### src/rtl/hangman_pkg.sv
// hangman_pkg: game state and guess result encodings shared by the controller, renderer and score logic
package hangman_pkg;
  typedef enum logic [1:0] {START = 2'd0, INGAME = 2'd1, WINGAME = 2'd2, LOSTGAME = 2'd3} game_state_e;
  typedef enum logic [1:0] {HIT = 2'd0, MISS = 2'd1, REPEAT = 2'd2, BAD = 2'd3} result_e;
endpackage

### src/rtl/hangman_guess_eval.sv
// hangman_guess_eval: combinational classifier for one letter guess against the current round
module hangman_guess_eval import hangman_pkg::*; #(
  parameter int NUM_LETTERS = 26,
  parameter int MAX_WRONG = 10,
  localparam int LW = $clog2(NUM_LETTERS + 1),
  localparam int CW = $clog2(MAX_WRONG + 1)
) (
  input  logic [LW-1:0]          load_x,
  input  logic [NUM_LETTERS-1:0] guessed_mask,
  input  logic [NUM_LETTERS-1:0] word_mask,
  input  logic [CW-1:0]          lives,
  input  game_state_e            state,
  output result_e                result,
  output logic [NUM_LETTERS-1:0] next_guessed,
  output logic                   win_next,
  output logic                   lose_next
);
  logic [NUM_LETTERS-1:0] bit_x;
  logic is_letter, seen, in_word;
  // codes at or above NUM_LETTERS shift the one-hot out entirely
  always_comb begin
    bit_x = {{(NUM_LETTERS-1){1'b0}}, 1'b1} << load_x;
    is_letter = load_x < LW'(NUM_LETTERS);
    seen = |(bit_x & guessed_mask);
    in_word = |(bit_x & word_mask);
    next_guessed = guessed_mask | bit_x;
    win_next = ~|(word_mask & ~next_guessed);
    lose_next = lives == CW'(1);
    result = (!is_letter || state != INGAME) ? BAD : seen ? REPEAT : in_word ? HIT : MISS;
  end
endmodule

### src/rtl/hangman_game_ctrl.sv
// hangman_game_ctrl: hangman round FSM holding word/guess masks, lives and result pulses
module hangman_game_ctrl import hangman_pkg::*; #(
  parameter int NUM_LETTERS = 26,
  parameter int MAX_WRONG = 10,
  localparam int LW = $clog2(NUM_LETTERS + 1),
  localparam int CW = $clog2(MAX_WRONG + 1)
) (
  input  logic                   clk,
  input  logic                   reset,
  input  logic                   load,
  input  logic [LW-1:0]          load_x,
  input  logic [NUM_LETTERS-1:0] mask,
  output logic [1:0]             game_state,
  output logic [NUM_LETTERS-1:0] guessed_mask,
  output logic [NUM_LETTERS-1:0] reveal_mask,
  output logic [CW-1:0]          lives,
  output logic                   hit,
  output logic                   miss,
  output logic                   repeat_guess,
  output logic                   bad_cmd
);
  game_state_e state, state_d;
  logic [NUM_LETTERS-1:0] word_mask, word_d, guessed_d, next_guessed;
  logic [CW-1:0] lives_d;
  logic [3:0] pulse, pulse_d;
  result_e result;
  logic win_next, lose_next, is_start;
  hangman_guess_eval #(.NUM_LETTERS(NUM_LETTERS), .MAX_WRONG(MAX_WRONG)) u_eval (
    .load_x(load_x), .guessed_mask(guessed_mask), .word_mask(word_mask), .lives(lives),
    .state(state), .result(result), .next_guessed(next_guessed),
    .win_next(win_next), .lose_next(lose_next)
  );
  always_ff @(posedge clk) begin
    if (reset) begin
      state <= START;
      word_mask <= '0;
      guessed_mask <= '0;
      lives <= CW'(MAX_WRONG);
      pulse <= '0;
    end else begin
      state <= state_d;
      word_mask <= word_d;
      guessed_mask <= guessed_d;
      lives <= lives_d;
      pulse <= pulse_d;
    end
  end
  // pulse bits: {hit, miss, repeat_guess, bad_cmd}
  always_comb begin
    state_d = state;
    word_d = word_mask;
    guessed_d = guessed_mask;
    lives_d = lives;
    pulse_d = '0;
    is_start = load_x == LW'(NUM_LETTERS);
    if (load && is_start) begin
      if (|mask) begin
        state_d = INGAME;
        word_d = mask;
        guessed_d = '0;
        lives_d = CW'(MAX_WRONG);
      end else pulse_d = 4'b0001;
    end else if (load) begin
      pulse_d = result == HIT ? 4'b1000 : result == MISS ? 4'b0100 : result == REPEAT ? 4'b0010 : 4'b0001;
      if (result == HIT || result == MISS) guessed_d = next_guessed;
      if (result == HIT && win_next) state_d = WINGAME;
      if (result == MISS) lives_d = lives - CW'(1);
      if (result == MISS && lose_next) state_d = LOSTGAME;
    end
  end
  assign game_state = state;
  assign reveal_mask = word_mask & guessed_mask;
  assign {hit, miss, repeat_guess, bad_cmd} = pulse;
endmodule

### config.mk
export PLATFORM = sky130hd
export DESIGN_NAME = hangman_game_ctrl
export DESIGN_NICKNAME = d
export VERILOG_FILES = /design/src/rtl/hangman_pkg.sv /design/src/rtl/hangman_guess_eval.sv /design/src/rtl/hangman_game_ctrl.sv
export SDC_FILE = /design/constraint.sdc
export NUM_CORES = 1
export LEC_CHECK = 0
export CAP_MARGIN = 20
export CORE_ASPECT_RATIO = 1.1
export CORE_MARGIN = 2
export CORE_UTILIZATION = 50
export DETAILED_ROUTE_END_ITERATION = 10
export PLACE_DENSITY = 0.81
export REMOVE_ABC_BUFFERS = 1
export SLEW_MARGIN = 30
export SYNTH_ARGS = -nofsm -noshare
export SYNTH_HDL_FRONTEND = slang
export SYNTH_HIERARCHICAL = 1
export SYNTH_SLANG_ARGS = --single-unit
### constraint.sdc
create_clock -name clk -period 8.7 [get_ports clk]
set_clock_uncertainty 0.2 [all_clocks]
set_input_delay 0.87 -clock clk [delete_from_list [all_inputs] [get_ports clk]]
set_output_delay 0.87 -clock clk [all_outputs]
set_load 0.01 [all_outputs]
==> reports/qor.json <==
{
  "report.final.hold_viol_count": {"value": 0},
  "cts.sinks": {"value": 62},
  "gpl.final_weighted_congestion": {"value": 0.9197},
  "post_cts_setup_driven_buffer_insertion_count": {"value": 0},
  "cts-htree-levels": {"value": 3},
  "timing.setup.tns": {"value": 0, "unit": "ns"},
  "maxClockFrequency": {"value": 0.2070, "unit": "GHz"},
  "netlist.top_cell.by_area": {"value": "dfxtp_1"},
  "floorplan.die_area": {"value": 0.008395, "unit": "mm²"},
  "grt_pass1_vias": {"value": 3604},
  "max-clock-path-buffers": {"value": 2},
  "synth.top_cell.area_share": {"value": 32.33, "unit": "%"},
  "layout_worst_path_cycle_share": {"value": 55.53, "unit": "%"},
  "power_leakage": {"value": 0.001864, "unit": "µW"},
  "post_synth_most_frequent_cells": {"value": "nand2_1 (66), dfxtp_1 (62), inv_1 (57)"},
  "die_h": {"value": 95.90, "unit": "µm"},
  "gr-usage-all-layers": {"value": 28.67, "unit": "%"},
  "cts_root_buffer": {"value": "clkbuf_8"},
  "synth-edff-count": {"value": 0},
  "yosys_register_bits": {"value": 62},
  "async_flop_share": {"value": 0, "unit": "%"},
  "outcome": {"value": "finished, final reports clean"},
  "placement_rows": {"value": 33},
  "ant_nets": {"value": 0},
  "post_synth_instance_area": {"value": 0.003839, "unit": "mm²"},
  "gr-total-overflow": {"value": 0},
  "slew_viol_final": {"value": 0},
  "buffer_ports.inserted": {"value": 95},
  "power_density_over_cell_area": {"value": 126.7, "unit": "mW/mm²"},
  "ioPinCount": {"value": 96},
  "dpl.hpwl": {"value": 8749, "unit": "µm"},
  "final_util": {"value": 66.57, "unit": "%"},
  "layout_overhead_on_the_synthesized_area": {"value": 28.88, "unit": "%"},
  "worst_setup_path_end_kind": {"value": "register"},
  "vdd_ir_drop_max": {"value": 0.09545, "unit": "mV"},
  "ys_warn_count": {"value": 6},
  "slew-limit-headroom": {"value": 39.82, "unit": "%"},
  "ys_seq_area_share": {"value": 32.33, "unit": "%"},
  "routed-via-count": {"value": 3959},
  "most_numerous_cell_in_the_yosys_netlist": {"value": "nand2_1"},
  "critical_path.startpoint_type": {"value": "input port"},
  "ys_types": {"value": 59},
  "worstHoldPathType": {"value": "register to register"},
  "proportion_of_layout_cells_with_a_drive_suffix_above_1": {"value": 6.952, "unit": "%"},
  "clk_pin_slew_worst_paths": {"value": 0.06, "unit": "ns"},
  "data_required_critical_path": {"value": 8.75, "unit": "ns"},
  "worst-endpoint-arrival": {"value": 4.88, "unit": "ns"},
  "critical_path_class": {"value": "input port to register"},
  "synth.avg_cell_area": {"value": 7.931, "unit": "µm²"},
  "synth.area.top_cells": {"value": "dfxtp_1 (32%), mux2i_1 (7.8%), nand2_1 (6.5%)"},
  "horizontal_die_dimension": {"value": 87.54, "unit": "µm"},
  "critical_path.max_fanout": {"value": 19},
  "drc": {"value": 0},
  "wl": {"value": 12010, "unit": "µm"},
  "cts.repair.resized": {"value": 0},
  "final_period_minus_worst_setup_slack": {"value": 4.831, "unit": "ns"},
  "viasPerCell": {"value": 6.110},
  "synth_top_flop_cell": {"value": "dfxtp_1"},
  "cts-buffers-inserted": {"value": 9},
  "detail_route.iter0.violations": {"value": 257},
  "global_route_wire_length_before_repair": {"value": 18650, "unit": "µm"},
  "diodes": {"value": 0},
  "start_util": {"value": 51.65, "unit": "%"},
  "tightest_slew": {"value": 0.9009, "unit": "ns"},
  "pin_count_of_the_biggest_net_entering_global_routing": {"value": 47},
  "detail_route.wl_per_cell": {"value": 18.53, "unit": "µm"},
  "finalSetupViolations": {"value": 0},
  "core_area": {"value": 0.007432, "unit": "mm²"},
  "cts_tree": {"value": "yes"},
  "rsz0062_at_grt": {"value": "no"},
  "fin_nets": {"value": 591},
  "synthesis.instances": {"value": 484},
  "detail_route.first_pass.iterations": {"value": 6},
  "worst_skew_pair.late_latency": {"value": 0.35, "unit": "ns"},
  "ctsHoldBuffers": {"value": 0},
  "antenna_found_initial": {"value": 0},
  "max_cap_viol_count": {"value": 0}
}
==> sequential cells by signal, summed over array words and instances (netlist names) <==
name,cells
pulse,4
guessed_mask,26
game_state,2
word_mask,26
lives,4
==> layer usage <==
layer | share of wire (%) | wire length [µm] | GRT usage, %
met4 | 1.4 | 173 | 8.333
met2 | 48 | 5807 | 48.42
met1 | 44 | 5302 | 37.87
met3 | 6.0 | 726 | 4.202
met5 | 0 | 0 | 0
==> cell families (layout without fill, tap and decap cells) <==
group,count (synthesis),count (layout),synth area share (%)
flops,62,62,32.33
buf+inv,96,173,10.76
xor+xnor,1,1,0.2282
simple gates,178,178,23.99
mux,36,36,9.974
fa+ha+maj,1,1,0.3259
compound gates,110,110,22.39
==> layout make-up <==
| class | instances | area, µm² |
|---|---|---|
| Tap cell | 87 | 108.9 |
| Multi-Input combinational cell | 326 | 2188 |
| Sequential cell | 62 | 1241 |
| Clock inverter | 4 | 70.07 |
| Clock buffer | 12 | 145.1 |
| Timing Repair Buffer | 99 | 975.9 |
| Fill cell | 642 | 2485 |
| Inverter | 58 | 217.7 |
==> cells in the final DEF (no fill, tap or decap), types with 6 or more instances in the layout <==
master           Yosys  final
a21o_1              15     15
a21oi_1             11     11
a22oi_1              6      6
and2_1              26     26
and3_1               6      6
clkbuf_8             0     10
clkdlybuf4s50_1      0     94
dfxtp_1             62     62
inv_1               57     57
mux2i_1             30     30
nand2_1             66     66
nand3_1             34     34
nor2_1              11     11
nor3_1               6      6
o32ai_1             26     26
==> final timing paths <==
path	from	endpoint	slack, ns	cells after the start
min reg2reg	word_mask[0]$_SDFFE_PP0P_	word_mask[0]$_SDFFE_PP0P_	0.27	2
max reg2reg	guessed_mask[11]$_SDFFE_PP0P_	lives[3]$_SDFFE_PP1P_	5.11	10
max	load_x[1]	lives[3]$_SDFFE_PP1P_	3.87	11
min	word_mask[0]$_SDFFE_PP0P_	word_mask[0]$_SDFFE_PP0P_	0.27	2
==> critical path, cell delays in order <==
cell	delay, ns
clkdlybuf4s50_1	0.96
nor2_1	0.31
a21oi_1	0.22
o21ai_1	0.08
a2111o_1	0.40
or3_1	0.38
o41ai_2	0.72
inv_1	0.23
nor4_1	0.36
a21oi_1	0.13
o311ai_1	0.23
==> power breakdown <==
group          switching [µW]  leakage [µW]  total (µW)  internal (µW)
combinational            35.7       0.00125        59.8           24.1
clock                     112      0.000110         281            168
sequential               1.41      0.000500         286            285
total                     149       0.00186         627            478
==> metrics by stage <==
step	setup WS [ns]	std cells	hold WS, ns	total power (µW)	area (µm²)
detailed placement	3.436	632	0.2658	352.1	4735
global route	3.536	648	0.2973	646.4	4947
CTS	3.751	648	0.2749	630.5	4950
floorplan	4.924	446	0.2432	315.9	3643
global placement	3.593	632	0.2581	351.4	4735
finish	3.869	648	0.2695	627.0	4947
No activity file was read; power rests on OpenSTA's default activity.
